`src/rtl/fetch_queue_pkg.sv`:
```
`default_nettype none
// +----------------------------------------------------------------------+
// | fetch_queue_pkg : fetch/decode shared types and constants             |
// | Rev 1.0 - initial release                                             |
// +----------------------------------------------------------------------+
package fetch_queue_pkg;

  localparam logic [31:0] INIT_PC = 32'h0000_3000;
  localparam int          INSTR_W = 32;
  localparam int          PC_W    = 32;

  typedef struct packed {
    logic [PC_W-1:0]    pc;
    logic [INSTR_W-1:0] instr;
  } fetch_entry;

endpackage
`default_nettype wire

```
`src/rtl/fetch_queue.sv`:
```
`default_nettype none
// +----------------------------------------------------------------------+
// | fetch_queue : circular prefetch buffer between fetch and decode       |
// | Rev 1.0 - initial release                                             |
// +----------------------------------------------------------------------+
module fetch_queue
  import fetch_queue_pkg::*;
#(
  parameter int DEPTH = 4,
  parameter int CNT_W = $clog2(DEPTH) + 1
) (
  input  logic               clk,
  input  logic               reset,
  input  logic               flush,
  input  logic               in_valid,
  input  logic [PC_W-1:0]    in_pc,
  input  logic [INSTR_W-1:0] in_instr,
  output logic               in_ready,
  output logic               out_valid,
  output logic [PC_W-1:0]    out_pc,
  output logic [INSTR_W-1:0] out_instr,
  input  logic               out_ready,
  output logic [CNT_W-1:0]   count
);

  localparam int               c_PTR_W   = $clog2(DEPTH);
  localparam logic [c_PTR_W-1:0] c_PTR_ONE = c_PTR_W'(1);
  localparam logic [CNT_W-1:0] c_FULL    = CNT_W'(DEPTH);

  fetch_entry         r_mem [DEPTH];
  logic [c_PTR_W-1:0] r_wr_ptr;
  logic [c_PTR_W-1:0] r_rd_ptr;
  logic [CNT_W-1:0]   r_count;

  logic       w_push;
  logic       w_pop;
  fetch_entry w_head;

  // Ready/valid come from registered occupancy only, so a full queue
  // never passes a new pair through in the same cycle as a pop.
  assign in_ready  = (r_count < c_FULL);
  assign out_valid = (r_count != '0);
  assign w_push    = in_valid & in_ready & ~flush;
  assign w_pop     = out_valid & out_ready & ~flush;
  assign w_head    = r_mem[r_rd_ptr];
  assign out_pc    = out_valid ? w_head.pc    : '0;
  assign out_instr = out_valid ? w_head.instr : '0;
  assign count     = r_count;

  always_ff @(posedge clk) begin
    if (reset || flush) begin
      r_wr_ptr <= '0;
      r_rd_ptr <= '0;
      r_count  <= '0;
    end else begin
      if (w_push) r_wr_ptr <= r_wr_ptr + c_PTR_ONE;
      if (w_pop)  r_rd_ptr <= r_rd_ptr + c_PTR_ONE;
      r_count <= r_count + CNT_W'(w_push) - CNT_W'(w_pop);
    end
  end

  // Storage is not cleared on reset/flush; stale entries are unreachable.
  always_ff @(posedge clk) begin
    if (w_push && !reset) begin
      r_mem[r_wr_ptr] <= '{pc: in_pc, instr: in_instr};
    end
  end

endmodule
`default_nettype wire

```
`config.mk`:
```
export PLATFORM = sky130hd
export DESIGN_NAME = fetch_queue
export DESIGN_NICKNAME = d
export VERILOG_FILES = /design/src/rtl/fetch_queue_pkg.sv /design/src/rtl/fetch_queue.sv
export SDC_FILE = /design/constraint.sdc
export NUM_CORES = 1
export LEC_CHECK = 0
export ABC_AREA = 1
export BUFFER_PORTS_ARGS = -buffer_cell sky130_fd_sc_hd__buf_2
export CAP_MARGIN = 40
export CORE_MARGIN = 2
export CORE_UTILIZATION = 23
export DETAILED_ROUTE_END_ITERATION = 6
export GPL_TIMING_DRIVEN = 0
export SETUP_SLACK_MARGIN = 0.1
export SLEW_MARGIN = 15
export SYNTH_ARGS = -nofsm -noshare
export SYNTH_HDL_FRONTEND = slang
export SYNTH_SLANG_ARGS = --single-unit
```
`constraint.sdc`:
```
create_clock -name clk -period 6.15 [get_ports clk]
set_input_delay 0.9225 -clock clk [delete_from_list [all_inputs] [get_ports clk]]
set_output_delay 0.9225 -clock clk [all_outputs]
set_load 0.01 [all_outputs]
```
# Yosys cells after proc, flatten, opt, wreduce, memory -nomap -nowiden
# Memory sizes are Yosys's and may differ from the RTL's. A register that Yosys moved wholly into a read port is not among the register bits.
# Index checks and enable logic that the tools add are counted.
[word_totals]
register_bits = 7
mem_bits_rw = 256
out_inout_bits = 69
n_memories = 1
[classes]
add_sub_neg = 4
n_lt_le_gt_ge = 1
muxes = 6
bitwise_logic = 5
reduce_logical = 4
[memory_table]
columns = ["memory", "words", "word_bits", "read_ports", "rd_ports_with_merged_regs", "wr", "line", "text"]
rows = [
  ["r_mem", 4, 64, 1, 1, 1, "fetch_queue.sv:30", "fetch_entry r_mem [DEPTH];"],
]
[ops]
columns = ["cell", "n"]
rows = [
  ["$mux 32", 2],
  ["$add 2x1->2 const B", 2],
  ["$and 1x1->1", 4],
  ["$mux 2", 2],
  ["$add 3x1->3", 1],
  ["$lt 3x3->1 const B", 1],
  ["$reduce_bool 3->1", 1],
  ["$sub 3x1->3", 1],
  ["$mux 1", 2],
  ["$logic_and 1x1->1", 1],
  ["$logic_not 1->1", 1],
  ["$logic_or 1x1->1", 1],
  ["$not 1->1", 1],
]

# Depth between registers and ports, before layout
# Gate-level depths: netlist of run 1.
[depth]
word_depth = 6
depth_mapped = 11
depth_no_buf = 11

# Worst setup path after synthesis of run 1
# Ideal clock, no wire load.
[synth_timing]
path_kind = "input to register"
startpoint = "in flush"
endpoint = "mem r_mem[0][0] (netlist bit) (enable)"
arrival_ps = 3845
required_ps = 5663
setup_slack_ps = 1819
cell_stages = 3
cell_sequence = "inv_1 nand4_1 nor2_1"
[synth_via]
elab_chain_cells = 5
[synth_rtl]
columns = ["item", "line", "text"]
rows = [
  ["from (decl)", "fetch_queue.sv:14", "input logic flush,"],
  ["$not 1->1", "fetch_queue.sv:43", "assign w_push = in_valid & in_ready & ~flush;"],
  ["$and 1x1->1", "fetch_queue.sv:43", ""],
  ["$logic_and 1x1->1", "fetch_queue.sv:64", "if (w_push && !reset) begin"],
  ["$mux 1", "fetch_queue.sv:64", ""],
  ["$mux 1 (implied by the code)", "fetch_queue.sv:65", "r_mem[r_wr_ptr] <= '{pc: in_pc, instr: in_instr};"],
  ["to (decl)", "fetch_queue.sv:30", ""],
]
# No other way between the ends.

==> results of run 1 <==
[report_power, final]
part	switching, W	internal [W]
combinational	0.000102	0.0000526
sequential	0.00000460	0.00200
clock	0.000696	0.00106
total	0.000803	0.00311
[metal layers]
layer	vias up	global-route usage	routed length, um
li1	3265	-	-
met2	181	0.188	12700
met4	6	0.0317	457
met3	38	0.0268	1690
met5	-	0	34
met1	3245	0.153	12500
[metrics by stage]
step	utilization	power, W	worst slack [ns]	area, um2	hold WS (ns)
CTS	0.294	0.00397	2.81	13100	0.528
finish	0.294	0.00391	2.95	13100	0.531
global placement	0.267	0.00220	-1.01	11800	0.495
floorplan	-	0.00211	1.82	10400	0.465
global route	0.294	0.00406	2.72	13100	0.537
detailed placement	0.272	0.00220	3.24	12100	0.520
[cell type report]
cell class / count / area (um2)
Clock buffer: 38 / 779
Antenna cell: 1 / 2.50
Inverter: 23 / 86.3
Buffer: 47 / 299
Multi-Input combinational cell: 487 / 2190
Clock inverter: 16 / 190
Timing Repair Buffer: 148 / 913
Sequential cell: 265 / 7870
Fill cell: 4468 / 31300
Tap cell: 592 / 741
[synthesized netlist by cell type (all sizes together)]
library cell  number  share of area
edfxtp           256           0.74
nor2             268          0.097
nand4              1        0.00060
ha                 6         0.0072
fa                 1         0.0019
o21ai            131          0.063
inv               23         0.0083
and2               1        0.00060
a21oi             67          0.032
xor2               1        0.00084
nand3              3         0.0014
buf               35          0.024
dfxtp              9          0.017
nand2              8         0.0029
clkbuf            12         0.0043
[layout by cell type (no fill, tap or decap), types with 10 or more instances in the layout]
cell type / instances
sky130_fd_sc_hd__a21oi_1: 67
sky130_fd_sc_hd__buf_12: 10
sky130_fd_sc_hd__buf_2: 151
sky130_fd_sc_hd__buf_6: 12
sky130_fd_sc_hd__clkbuf_1: 19
sky130_fd_sc_hd__clkbuf_16: 29
sky130_fd_sc_hd__edfxtp_1: 256
sky130_fd_sc_hd__inv_1: 20
sky130_fd_sc_hd__nor2_1: 264
sky130_fd_sc_hd__o21ai_0: 121
sky130_fd_sc_hd__o21ai_1: 10
[critical path, delay by kind of cell, from the launching register on]
kind            cells  cell delay, ns
flops               1            0.33
buf+inv             4            0.96
compound gates      2            0.43
[cells by family (layout without fill, tap and decap cells)]
family,after synthesis,after routing,synth area share
other cells,0,1,0
compound gates,198,198,0.0952
buf+inv,70,272,0.0370
simple gates,281,281,0.102
flops,265,265,0.756
xor+xnor,1,1,0.000841
fa+ha+maj,7,7,0.00913
[worst paths after layout]
path,from,endpoint,slack [ns],cells past startpoint
worst min-delay path,r_wr_ptr[1],r_wr_ptr[1],0.53,2
worst min register to register,r_wr_ptr[1],r_wr_ptr[1],0.53,2
worst max-delay path,flop,out_pc[5],2.95,6
worst max register to register,count[2],r_mem[0][61],3.97,4
[sequential cells by signal (all words and copies together), names as in the netlist, named ones only]
register  cells
r_mem       256
r_wr_ptr      2
r_rd_ptr      2
count         3
==> impl_metrics.tcl, run 1 <==
set metrics [dict create \
    run_status "completed" \
    cts-buffers-inserted 29 \
    postSynthRegisterBits 265 \
    critical_path.cell_chain "inv_2, buf_4, clkbuf_1, o21ai_0, a21oi_1, buf_2" \
    finish.cell_count_without_fillers 1617 \
    synth.net_count 898 \
    critical_path_required_ns 5.23 \
    cp_max_fanout 10 \
    final_hold_viol_count 0 \
    worstSkewPairLatency_ns 0.56 \
    number_of_drc_violations_after_detailed_routing_iteration_0 350 \
    skew_ns 0.0121 \
    max_slew.worst_pin.slew_ns 0.742 \
    global_route_wire_length_before_repair_um 41100 \
    maxClockFrequency_mhz 313 \
    place.detailed.instances 1562 \
    die_width_um 217 \
    die_span_in_y_um 217 \
    crit_path_top_delay_cell "sky130_fd_sc_hd__clkbuf_1" \
    post-route-drc-count 0 \
    buffer_ports.inserted 137 \
    drt_wl_total_um 27400 \
    avgRoutedWirePerCell_um 16.9 \
    via_count 6735 \
    cts-root-buf "sky130_fd_sc_hd__clkbuf_16" \
    number_of_antenna_violations_at_the_first_check_in_global_routing 5 \
    setup_violations 0 \
    num-nets-final 1077 \
    average_size_of_a_mapped_cell_um2 12.7 \
    netlist_area_um2 10400 \
    min_period_over_period 0.520 \
    ant_nets 0 \
    cpPeakStageDelay_ns 0.50 \
    cts_setup_buffers 0 \
    areaGrowthSynthToFinish_pct 25.5 \
    yosys_warnings 0 \
    tritoncts "yes" \
    yosys.cell_types.count 20 \
    netlist_instances 822 \
    cts_repair_resize_count 0 \
    timing.critical_path.to_type "output pin" \
    grt_setup_unrepaired "no" \
    detail_route.first_pass.iterations 4 \
    clk_pin_slew_worst_setup_hold_paths_ns 0.06 \
    static_leak_nw 4.70 \
    cts.path.max_buffers 3 \
    timing.critical_path.from_type "flop" \
    sequential_cell_area_fraction_in_the_yosys_report 0.756 \
    cts_hold_buffers 0 \
    grt_util_all_layers 0.115 \
    grt_start_max_net_pins 25 \
    ctsHtreeMaxLevel 1 \
    slew_viol_final 0 \
    slew_headroom 0.504 \
    timing_worst_setup_path_type "reg2out" \
    dieArea_um2 47000 \
    initial_utilization 0.234 \
    worst_hold_path_type "reg2reg" \
    crit_arrival_ns 2.28 \
    global_route.overflow_total 0 \
    power_per_cell_area_nw_per_um2 299 \
    power.ir.vdd_worst_mv 0.154 \
    cap_violations 0 \
    first_global_vias 6909 \
    place.detailed.hpwl_um 17600 \
    std_cell_rows 77 \
    boundaryPins 138 \
    post_drt_via_cell_ratio 4.17 \
    gpl.final_weighted_congestion 0.743 \
    coreArea_um2 44400 \
    period_needed_ns 3.20 \
    cts.sinks 265 \
    final_layout_size_suffix_gt1_frac 0.221 \
    setup_tns_ns 0 \
]
Power figures use the tool's default switching activity.
==> run 2: changes to the inputs <==
--- a/config.mk
+++ b/config.mk
@@ -5,7 +5,7 @@
 export SDC_FILE = /design/constraint.sdc
 export NUM_CORES = 1
 export LEC_CHECK = 0
-export ABC_AREA = 1
+export ABC_AREA = 0
 export BUFFER_PORTS_ARGS = -buffer_cell sky130_fd_sc_hd__buf_2
 export CAP_MARGIN = 40
 export CORE_MARGIN = 2
==> constraint.sdc (replaced) <==
create_clock -name clk -period 2.8 [get_ports clk]
set_input_delay 0.42 -clock clk [delete_from_list [all_inputs] [get_ports clk]]
set_output_delay 0.42 -clock clk [all_outputs]
set_load 0.01 [all_outputs]
==> run 2 against run 1 <==
  * Sequential share of layout area grew 1.2 points
  * Global-route usage fell by 2.0 points
  * Total power rose by 120%
  * Register-to-register slack lost 3.5 ns
  * Critical path depth shrank 1
  * Routed wire length down 20%
  * Synthesized cell count down 45%
  * Critical path type unchanged
  * Critical endpoint is now out_instr[1]
  * Highest routed layer unchanged
==> impl_metrics.tcl, run 2 <==
set metrics [dict create \
    grt_start_max_net_pins 38 \
    dpl_worst_slack_ns 0.0262 \
    yosys_warnings 0 \
    final-seq-area_um2 7870 \
    std_cell_rows 77 \
    critical_path.cell_chain "buf_12, buf_12, mux4_2, and2_1, buf_2" \
    timing.critical_path.from_type "flop" \
    clk_pin_slew_worst_setup_hold_paths_ns 0.06 \
    largest_reg_by_ff_count "r_mem" \
    grt_util_all_layers 0.0955 \
    cts.path.max_buffers 3 \
    worst-path-buf-inv 3 \
    synth_commonest_cells "256 x sky130_fd_sc_hd__edfxtp_1, 68 x sky130_fd_sc_hd__and2_1, 60 x sky130_fd_sc_hd__mux4_2" \
    power.ir.vdd_worst_mv 0.448 \
    yosys.cell_count.top_type "sky130_fd_sc_hd__edfxtp_1" \
    ys.flop_type "sky130_fd_sc_hd__edfxtp_1" \
    number_of_drc_violations_after_detailed_routing_iteration_0 270 \
    maxClockFrequency_mhz 386 \
    synthTopCellsByArea "sky130_fd_sc_hd__edfxtp_1 75%, sky130_fd_sc_hd__mux4_2 13%, sky130_fd_sc_hd__and2_1 4.2%" \
    initial_utilization 0.232 \
    timing_worst_setup_path_type "reg2out" \
    skew_ns 0.00753 \
    most-common-layout-cells "256 x sky130_fd_sc_hd__edfxtp_1, 138 x sky130_fd_sc_hd__buf_2, 64 x sky130_fd_sc_hd__and2_1" \
    detail_route.wirelength.met1_um 9410 \
    layout.filler_cells 4375 \
    power_per_cell_area_nw_per_um2 683 \
    worst-r2r-cell-count 9 \
    number_of_antenna_violations_at_the_first_check_in_global_routing 3 \
    layout.cells.most_common "sky130_fd_sc_hd__edfxtp_1" \
    r2r-start "count[2]" \
    global_route_wire_length_before_repair_um 33300 \
    synth_edf_count 256 \
    crit_path_top_delay_cell "sky130_fd_sc_hd__mux4_2" \
    static_leak_nw 4.34 \
    timing.reg2reg.setup_slack_ns 0.48 \
    synth_top_cell_area_share 0.753 \
    areaGrowthSynthToFinish_pct 25.6 \
    hold_path_startpoint "in_instr[18]" \
    cts.sinks 265 \
    cts-root-buf "sky130_fd_sc_hd__clkbuf_16" \
    crit_arrival_ns 2.17 \
    run_status "completed" \
    detail_route.first_pass.iterations 4 \
    post-route-drc-count 0 \
    grt_setup_unrepaired "no" \
    sequential_cell_area_fraction_in_the_yosys_report 0.771 \
    worstSkewPairLatency_ns 0.56 \
    insertedDiodeCount 0 \
    ff_to_ff_end "count[2]" \
    cts-buffers-inserted 30 \
    critical_path_required_ns 2.38 \
    coreArea_um2 44000 \
    slew_headroom 0.608 \
    met3_routed_wirelength_um 1330 \
    layout_setup_ws_ns 0.209 \
    top_signal_layer_used "met5" \
    die_span_in_y_um 215 \
    boundaryPins 138 \
    cts_hold_buffers 0 \
    first_global_vias 5323 \
    min_path_cells 1 \
    via_count 4898 \
    max_slew.worst_pin.slew_ns 0.588 \
    min_to "r_mem[0][18]" \
    post_drt_via_cell_ratio 3.94 \
    cap_violations 0 \
    timing.critical_path.to_type "output pin" \
    postSynthRegisterBits 265 \
    synth.net_count 532 \
    worst_hold_path_type "in2reg" \
    detailroute.wirelength.met2_um 10700 \
    setup_violations 0 \
    ctsHtreeMaxLevel 1 \
    buffer_ports.inserted 137 \
    multi_input_area_um2 2120 \
    cpPeakStageDelay_ns 0.54 \
    avgRoutedWirePerCell_um 17.7 \
    netlist_area_um2 10200 \
    average_size_of_a_mapped_cell_um2 22.4 \
    drt_wl_total_um 22000 \
    proportion_of_synthesized_flip_flops_having_asynchronous_set_or_reset 0 \
    final_hold_viol_count 0 \
    netlist_instances 456 \
    die_width_um 215 \
    cp_max_fanout 10 \
    category_of_cells_accounting_for_the_largest_share_of_critical_path_delay "multiplexers" \
    critical_path.most_common_cell "sky130_fd_sc_hd__buf_12" \
    num-nets-final 705 \
    place.detailed.hpwl_um 13800 \
    tritoncts "yes" \
    global_route.overflow_total 0 \
    slew_viol_final 0 \
    min_period_over_period 0.925 \
    period_needed_ns 2.59 \
    gpl.final_weighted_congestion 0.680 \
    flip_flop_count_of_the_largest_register_all_copies_and_words_added 256 \
    synthDominantAreaCellType "sky130_fd_sc_hd__edfxtp_1" \
    yosys.cell_types.count 22 \
    ant_nets 0 \
    dieArea_um2 46100 \
    setup_tns_ns 0 \
    final_layout_size_suffix_gt1_frac 0.416 \
]
-- run 2: cell types whose count changed after synthesis, sizes merged, moves of 14 or more --
cell | before | now
buf | 35 | 14
a21oi | 67 | 0
mux4 | 0 | 64
nor2 | 268 | 9
and2 | 1 | 68
o21ai | 131 | 0
inv | 23 | 9
-- run 2: area by class of cell --
type                    instances  share of cell area
plain buffers                  22              0.0192
clock buffers                  35              0.0617
clock inverters                20              0.0178
inverters                       9             0.00263
multi-input cells             160               0.165
flip-flops and latches        265               0.614
well taps                     592              0.0578
repair buffers                141              0.0621
-- run 2: layer usage --
metal	vias to the layer above	GRT usage
li1	2187	-
met1	2533	0.120
met2	126	0.160
met3	46	0.0265
met4	6	0.0296
met5	-	0
-- run 2: how the worst max path moves through the flow --
stage | start | endpoint | slack (ns) | cells after the start
global placement | flush | r_mem[1][55] | -0.68 | 5
detailed placement | flush | r_mem[2][62] | 0.03 | 6
floorplan | flush | r_mem[0][0] | 0.37 | 4
finish | flop | out_instr[1] | 0.21 | 5
CTS | flop | out_instr[11] | 0.11 | 5
global route | flop | out_instr[1] | 0.10 | 5
-- run 2: logic make-up (layout without fill, tap and decap cells) --
| group | after synthesis | after routing | synth area share |
|---|---|---|---|
| compound gates | 2 | 2 | 0.00159 |
| xor+xnor | 5 | 5 | 0.00429 |
| fa+ha+maj | 7 | 7 | 0.00931 |
| buf+inv | 31 | 227 | 0.0228 |
| flops | 265 | 265 | 0.771 |
| mux | 65 | 65 | 0.144 |
| simple gates | 81 | 81 | 0.0477 |
-- run 2: worst reg2reg max path: stages, from the launching register on --
cell                      delay (ns)
sky130_fd_sc_hd__dfxtp_1        0.38
sky130_fd_sc_hd__nor3b_1        0.47
sky130_fd_sc_hd__inv_1          0.09
sky130_fd_sc_hd__ha_1           0.29
sky130_fd_sc_hd__inv_1          0.04
sky130_fd_sc_hd__ha_1           0.18
sky130_fd_sc_hd__fa_1           0.38
sky130_fd_sc_hd__xnor2_1        0.19
sky130_fd_sc_hd__xnor2_1        0.13
sky130_fd_sc_hd__nor2_1         0.05
-- run 2: repair_timing --
action,4_1_cts,5_1_grt
pin swaps,0,0
resized for setup,16,5
setup buffers,0,0
endpoints found under the setup margin,60,29
-- run 2: stage by stage --
stage               utilization  hold slack (ns)  std cells  area, um2  total power (W)
floorplan                     -            0.485        456      10200          0.00464
global placement          0.264            0.506       1185      11600          0.00482
detailed placement        0.267            0.518       1189      11800          0.00484
CTS                       0.291           0.0321       1244      12800          0.00891
global route              0.291           0.0486       1244      12800          0.00909
finish                    0.291           0.0761       1244      12800          0.00876
-- run 2: report_power, final --
group	leakage, nW	switching, W	internal (W)
sequential	2.39	0.0000101	0.00439
combinational	1.46	0.000189	0.000158
clock	0.489	0.00154	0.00247
total	4.34	0.00174	0.00701
